### config.mk
export PLATFORM = sky130hd
export DESIGN_NAME = instr_encoder_loader
export DESIGN_NICKNAME = d
export VERILOG_FILES = /design/src/rtl/instr_encoder_loader.sv
export SDC_FILE = /design/constraint.sdc
export NUM_CORES = 1
export LEC_CHECK = 0
export CORE_ASPECT_RATIO = 1.4
export CORE_MARGIN = 2
export CORE_UTILIZATION = 39
export CTS_BUF_LIST = sky130_fd_sc_hd__clkbuf_16
export CTS_CLUSTER_SIZE = 16
export DETAILED_ROUTE_END_ITERATION = 12
export HOLD_SLACK_MARGIN = 0.06
export PLACE_DENSITY_LB_ADDON = 0.25
export SLEW_MARGIN = 25
export SYNTH_ARGS = -nofsm -noshare
export SYNTH_HDL_FRONTEND = slang
export SYNTH_SLANG_ARGS = --single-unit
### constraint.sdc
create_clock -name clk -period 1.6 [get_ports clk]
set_input_delay 0.32 -clock clk [delete_from_list [all_inputs] [get_ports clk]]
set_output_delay 0.32 -clock clk [all_outputs]
set_load 0.01 [all_outputs]
### src/rtl/instr_encoder_loader.sv
// rtl/instr_encoder_loader.sv - packs decoded RV32I fields into words and streams them into instruction memory
// Optional immediate range checking: define ENC_RANGE_CHECK_EN.
module instr_encoder_loader #(
  parameter int ADDR_W = 6
) (
  input  logic              clk,
  input  logic              reset,
  input  logic              clear,
  input  logic              cmd_valid,
  output logic              cmd_ready,
  input  logic [2:0]        cmd_kind,
  input  logic [2:0]        cmd_funct3,
  input  logic [6:0]        cmd_funct7,
  input  logic [4:0]        cmd_rd,
  input  logic [4:0]        cmd_rs1,
  input  logic [4:0]        cmd_rs2,
  input  logic [20:0]       cmd_imm,
  output logic              imem_we,
  output logic [ADDR_W-1:0] imem_addr,
  output logic [31:0]       imem_wdata,
  output logic [ADDR_W:0]   word_count,
  output logic              halted,
  output logic              full,
  output logic              err,
  output logic              err_sticky
);

  typedef enum logic [1:0] {LOAD, HALTED, FULL} stateT;

  localparam logic [2:0] kindLw   = 3'd0;
  localparam logic [2:0] kindSw   = 3'd1;
  localparam logic [2:0] kindR    = 3'd2;
  localparam logic [2:0] kindBr   = 3'd3;
  localparam logic [2:0] kindIAlu = 3'd4;
  localparam logic [2:0] kindJal  = 3'd5;
  localparam logic [2:0] kindJalr = 3'd6;

  localparam logic [ADDR_W-1:0] addrOne  = 1;
  localparam logic [ADDR_W-1:0] addrLast = '1;
  localparam logic [ADDR_W:0]   cntOne   = 1;
  localparam logic [ADDR_W:0]   cntMax   = 1 << ADDR_W;

  stateT             state, stateNext;
  logic [ADDR_W-1:0] addr;
  logic              fullReg;
  logic [31:0]       encWord;
  logic              isShift, isLast, accept, rangeOk, doWrite, doErr;

  assign isShift   = (cmd_funct3 == 3'b001) || (cmd_funct3 == 3'b101);
  assign isLast    = (addr == addrLast);
  assign cmd_ready = (state == LOAD) && !clear;
  assign accept    = cmd_valid && cmd_ready;
  assign doWrite   = accept && rangeOk;
  assign doErr     = accept && !rangeOk;
  assign halted    = (state == HALTED);
  assign full      = fullReg;

  always_comb begin
    encWord = 32'h0000_0044;
    case (cmd_kind)
      kindLw:   encWord = {cmd_imm[11:0], cmd_rs1, 3'b010, cmd_rd, 7'b0000011};
      kindSw:   encWord = {cmd_imm[11:5], cmd_rs2, cmd_rs1, 3'b010, cmd_imm[4:0], 7'b0100011};
      kindR:    encWord = {cmd_funct7, cmd_rs2, cmd_rs1, cmd_funct3, cmd_rd, 7'b0110011};
      kindBr:   encWord = {cmd_imm[12], cmd_imm[10:5], cmd_rs2, cmd_rs1, cmd_funct3,
                           cmd_imm[4:1], cmd_imm[11], 7'b1100011};
      kindIAlu: encWord = isShift
                  ? {cmd_funct7, cmd_imm[4:0], cmd_rs1, cmd_funct3, cmd_rd, 7'b0010011}
                  : {cmd_imm[11:0], cmd_rs1, cmd_funct3, cmd_rd, 7'b0010011};
      kindJal:  encWord = {cmd_imm[20], cmd_imm[10:1], cmd_imm[11], cmd_imm[19:12],
                           cmd_rd, 7'b1101111};
      kindJalr: encWord = {cmd_imm[11:0], cmd_rs1, 3'b000, cmd_rd, 7'b1100111};
      default:  encWord = 32'h0000_0044;
    endcase
  end

`ifdef ENC_RANGE_CHECK_EN
  logic fitsI, fitsShamt, fitsB, fitsJ;
  logic errReg, errStickyReg;

  assign fitsI     = (cmd_imm[20:11] == {10{cmd_imm[11]}});
  assign fitsShamt = (cmd_imm[20:5] == 16'd0);
  assign fitsB     = (cmd_imm[20:12] == {9{cmd_imm[12]}}) && !cmd_imm[0];
  assign fitsJ     = !cmd_imm[0];

  always_comb begin
    rangeOk = 1'b1;
    case (cmd_kind)
      kindLw, kindSw, kindJalr: rangeOk = fitsI;
      kindIAlu:                 rangeOk = isShift ? fitsShamt : fitsI;
      kindBr:                   rangeOk = fitsB;
      kindJal:                  rangeOk = fitsJ;
      default:                  rangeOk = 1'b1;
    endcase
  end

  always_ff @(posedge clk) begin
    if (reset) begin
      errReg       <= 1'b0;
      errStickyReg <= 1'b0;
    end else begin
      errReg       <= doErr;
      errStickyReg <= clear ? 1'b0 : (errStickyReg | doErr);
    end
  end

  assign err        = errReg;
  assign err_sticky = errStickyReg;
`else
  assign rangeOk    = 1'b1;
  assign err        = 1'b0;
  assign err_sticky = 1'b0;
`endif

  always_comb begin
    stateNext = state;
    if (clear) begin
      stateNext = LOAD;
    end else if (doWrite) begin
      if (cmd_kind == 3'd7) stateNext = HALTED;
      else if (isLast)      stateNext = FULL;
    end
  end

  always_ff @(posedge clk) begin
    if (reset) begin
      state      <= LOAD;
      addr       <= '0;
      word_count <= '0;
      fullReg    <= 1'b0;
      imem_we    <= 1'b0;
      imem_addr  <= '0;
      imem_wdata <= '0;
    end else begin
      state   <= stateNext;
      imem_we <= doWrite;
      if (doWrite) begin
        imem_addr  <= addr;
        imem_wdata <= encWord;
      end
      if (clear) begin
        addr       <= '0;
        word_count <= '0;
        fullReg    <= 1'b0;
      end else if (doWrite) begin
        // Address parks on the last slot; the stop state keeps it from being reused.
        if (!isLast) addr <= addr + addrOne;
        if (word_count != cntMax) word_count <= word_count + cntOne;
        fullReg <= fullReg | isLast;
      end
    end
  end

endmodule

==> summary.txt <==
Power
  – P per Cell Area: 717 nW/µm²
  – LEAKAGE: 1.65 nW
  – Maximum VDD drop: 0.000636 V

Detailed routing
  – Via-to-Cell Ratio: 5.35
  – Avg WL per Cell: 15.4 µm
  – Total via count after detailed routing: 2661
  – First-iteration detailed-routing DRC count: 140
  – Remaining number of nets flagged by the antenna check after routing: 0
  – Post-Route WL: 7670 µm
  – Drt drc: 0
  – Length of the first detailed-routing pass in iterations: 4

Timing
  – Transition time at the pin with the least slew margin: 0.544 ns
  – Clk_skew: 0.00403 ns
  – Final slew viol count: 0
  – RSZ-0062 raised after global routing: yes
  – Final setup violating endpoints: 6
  – Worst-case setup margin in the final layout: -0.0334 ns
  – Max-slew headroom: 63.4%
  – Setup TNS after final layout: -0.104 ns
  – Period utilisation layout: 102%
  – Final min period: 1.63 ns
  – Final count of hold timing violations: 0
  – Max Freq: 612 MHz

Floorplan
  – Initial core utilization: 40.4%
  – Die Y: 98.9 µm
  – Core region area: 6210 µm²
  – Full die area: 7110 µm²
  – Site row count: 34
  – Die W: 71.8 µm
  – Boundary pin count: 104

Cells and area
  – Share of layout cells above drive strength 1: 26.4%
  – # fillers: 474
  – Ant. Diodes: 0
  – Layout overhead on the synthesized area: 74.6%
  – Nets@finish: 480
  – Non-filler instance count after layout: 497
  – Final design area excluding fillers: 4390 µm²

Placement
  – DP Cell Count: 488
  – Area after DPL: 3860 µm²
  – Last weighted congestion value of the routability-driven placer: 0.767
  – Detailed placer's ending HPWL: 5370 µm
  – Count of buffers inserted at the top-level ports: 101
  – Worst-case setup slack after placement: -0.502 ns

Synthesis
  – Count of yosys warnings during synthesis: 0
  – Number of different library cells in the post-synthesis netlist: 42
  – Mean cell area of the mapped netlist: 8.34 µm²
  – Fraction of post-synthesis cell area in the top cell type by area: 43.0%
  – Count of flip-flops with a built-in enable after synthesis: 0
  – Main area contributors after synthesis: dfxtp_1, nor2_1, nand2_1, a21oi_1, mux2i_1
  – Register area share after synthesis: 43.0%
  – Share of flip-flops with an asynchronous set or reset after synthesis: 0%
  – Post-synthesis instance area: 2510 µm²
  – Synthesized netlist cell count: 301
  – FF+latch count, synth: 54
  – Synth Flop Type: dfxtp_1
  – Library cell with the largest summed area after synthesis: dfxtp_1

CTS
  – CTS clk-pin slew, worst paths: 0.07 ns
  – # hold bufs at CTS: 0
  – Number of CTS-inserted buffers: 5
  – Clock latency on the worst-skew pair: 0.28 ns
  – Maximum level of the CTS H-tree: 2
  – # clock sinks: 54
  – Buffer cell driving the clock tree root: clkbuf_16
  – Number of buffers between clock root and the deepest sink: 2
  – CTS tree: done

Setup path
  – Beginning of the critical path: state[1]
  – Endpoint of the most critical register-to-register path: word_count[1]
  – CP Class: register to register
  – Beginning of the worst register-to-register path: state[1]
  – Worst EP arrival: 1.82 ns
  – Peak fanout along the critical path: 8
  – Kind of start point of the critical path: register
  – Capturing element type of the critical path: register
  – Worst reg2reg setup slack: -0.03 ns
  – Number of cells traversed by the worst register-to-register path: 5
  – Data required time at the worst endpoint: 1.78 ns

Outcome
  – Result of the run: finished with violations
  – Violated checks: negative setup slack

Global route
  – Global-route usage over all layers: 20.9%
  – Global-route wire length before repair: 12100 µm
  – Grt total ovfl: 0
  – Number of global-route vias before repair: 2591
  – Maximum number of pins on one net before global-route repair: 20
  – Number of antenna violations at the first check in global routing: 0

Worst hold path
  – Min-Delay Path Depth: 2
  – Worst hold path startpoint: imem_wdata[27]
  – Hold Crit Class: register to register
  – Endpoint of the worst hold-timing path: imem_wdata[27]

Job
  – Max-cap check violation count: 0
## what timing repair did
action                                  in CTS  in global routing
gates cloned                                 1                  0
resized for setup                           36                 58
pin swaps                                    8                 23
setup buffers                                1                  0
hold endpoints to repair                     0                  0
endpoints found under the setup margin      46                 42
## worst max-delay path: stages (launching register included)
cell	delay [ns]
dfxtp_2	0.32
or4b_4	0.59
buf_12	0.18
a31oi_4	0.18
mux2i_1	0.20
nor2_1	0.05
## kinds of logic after synthesis
group / after synthesis / synth area share, %
buffers and inverters: 30 / 5.28
adders and majority gates: 3 / 1.49
other: 1 / 0.149
muxes: 13 / 5.33
xor gates and xnor gates: 7 / 2.44
and+or+nand+nor: 128 / 24.9
DFF: 54 / 43.0
AOI/OAI and AO/OA: 65 / 17.3
## report_power, final
group | switching [mW] | internal [mW] | total [mW]
clock network | 0.472 | 0.572 | 1.04
logic | 0.296 | 0.382 | 0.678
registers | 0.0290 | 1.39 | 1.42
total | 0.797 | 2.35 | 3.14
## routing by layer
layer / global-route usage [%] / vias up / wire length (µm)
met1: 25.1 / 1271 / 3100
met3: 4.50 / 21 / 379
met4: 9.00 / 0 / 221
li1: - / 1299 / -
met2: 35.5 / 70 / 3960
met5: 0 / - / 0
## sequential cells by signal, summed over array words and instances (netlist names)
signal      count
imem_wdata     31
word_count      7
addr            6
full            1
state           2
imem_we         1
imem_addr       6
## Yosys cell counts (all sizes together) (2+ instances only)
library cell,number
nand2,34
a21oi,23
o21ai,12
nor2b,4
ha,3
a221oi,10
nand2b,3
o211ai,4
mux2i,10
mux2,3
nand3,4
nand4,3
nor3b,6
nor2,44
a22o,2
nor3,18
a211oi,11
and3,2
and4,2
clkbuf,19
xnor2,6
inv,6
dfxtp,54
buf,5
nor4,2
## cells in the final DEF (no fill, tap or decap), drive strengths merged, types with 3 or more instances in the layout
cell           netlist  routed
clkdlybuf4s50        0      94
dfxtp               54      54
nor2                44      44
buf                  5      38
nand2               34      34
a21oi               23      23
nor3                18      18
o21ai               12      12
a211oi              11      11
mux2i               10      10
a221oi              10      10
inv                  6       6
xnor2                6       6
nor3b                6       6
clkbuf              19       5
nand3                4       4
o211ai               4       4
dlygate4sd2          0       4
nor2b                4       4
nand4                3       3
mux2                 3       3
ha                   3       3
nand2b               3       3
## how the worst max path moves through the flow
stage,slack [ns],endpoint,depth (start not counted)
after floorplan,0.0007,addr[1],6
after global placement,-0.46,word_count[1],6
after detailed placement,-0.50,word_count[1],6
after CTS,-0.04,imem_wdata[24],6
after global routing,-0.1,word_count[1],5
final,-0.03,word_count[1],5
## through the flow
stage	power (mW)	util [%]	hold slack [ns]
CTS	3.11	66.9	0.457
global placement	2.03	62.2	0.434
floorplan	1.68	-	0.466
detailed placement	2.03	62.2	0.443
finish	3.14	70.6	0.453
global route	3.28	70.6	0.481
## layout make-up
type	count	area (µm²)	area share, %
multi-input combinational	218	1630	37.2
timing repair buffer	139	1410	32.2
tap	72	90.1	2.05
clock inverter	3	16.3	0.371
inverter	6	22.5	0.514
clock buffer	5	125	2.85
sequential	54	1090	24.8
Note: power is estimated with default switching activity, not from simulation.
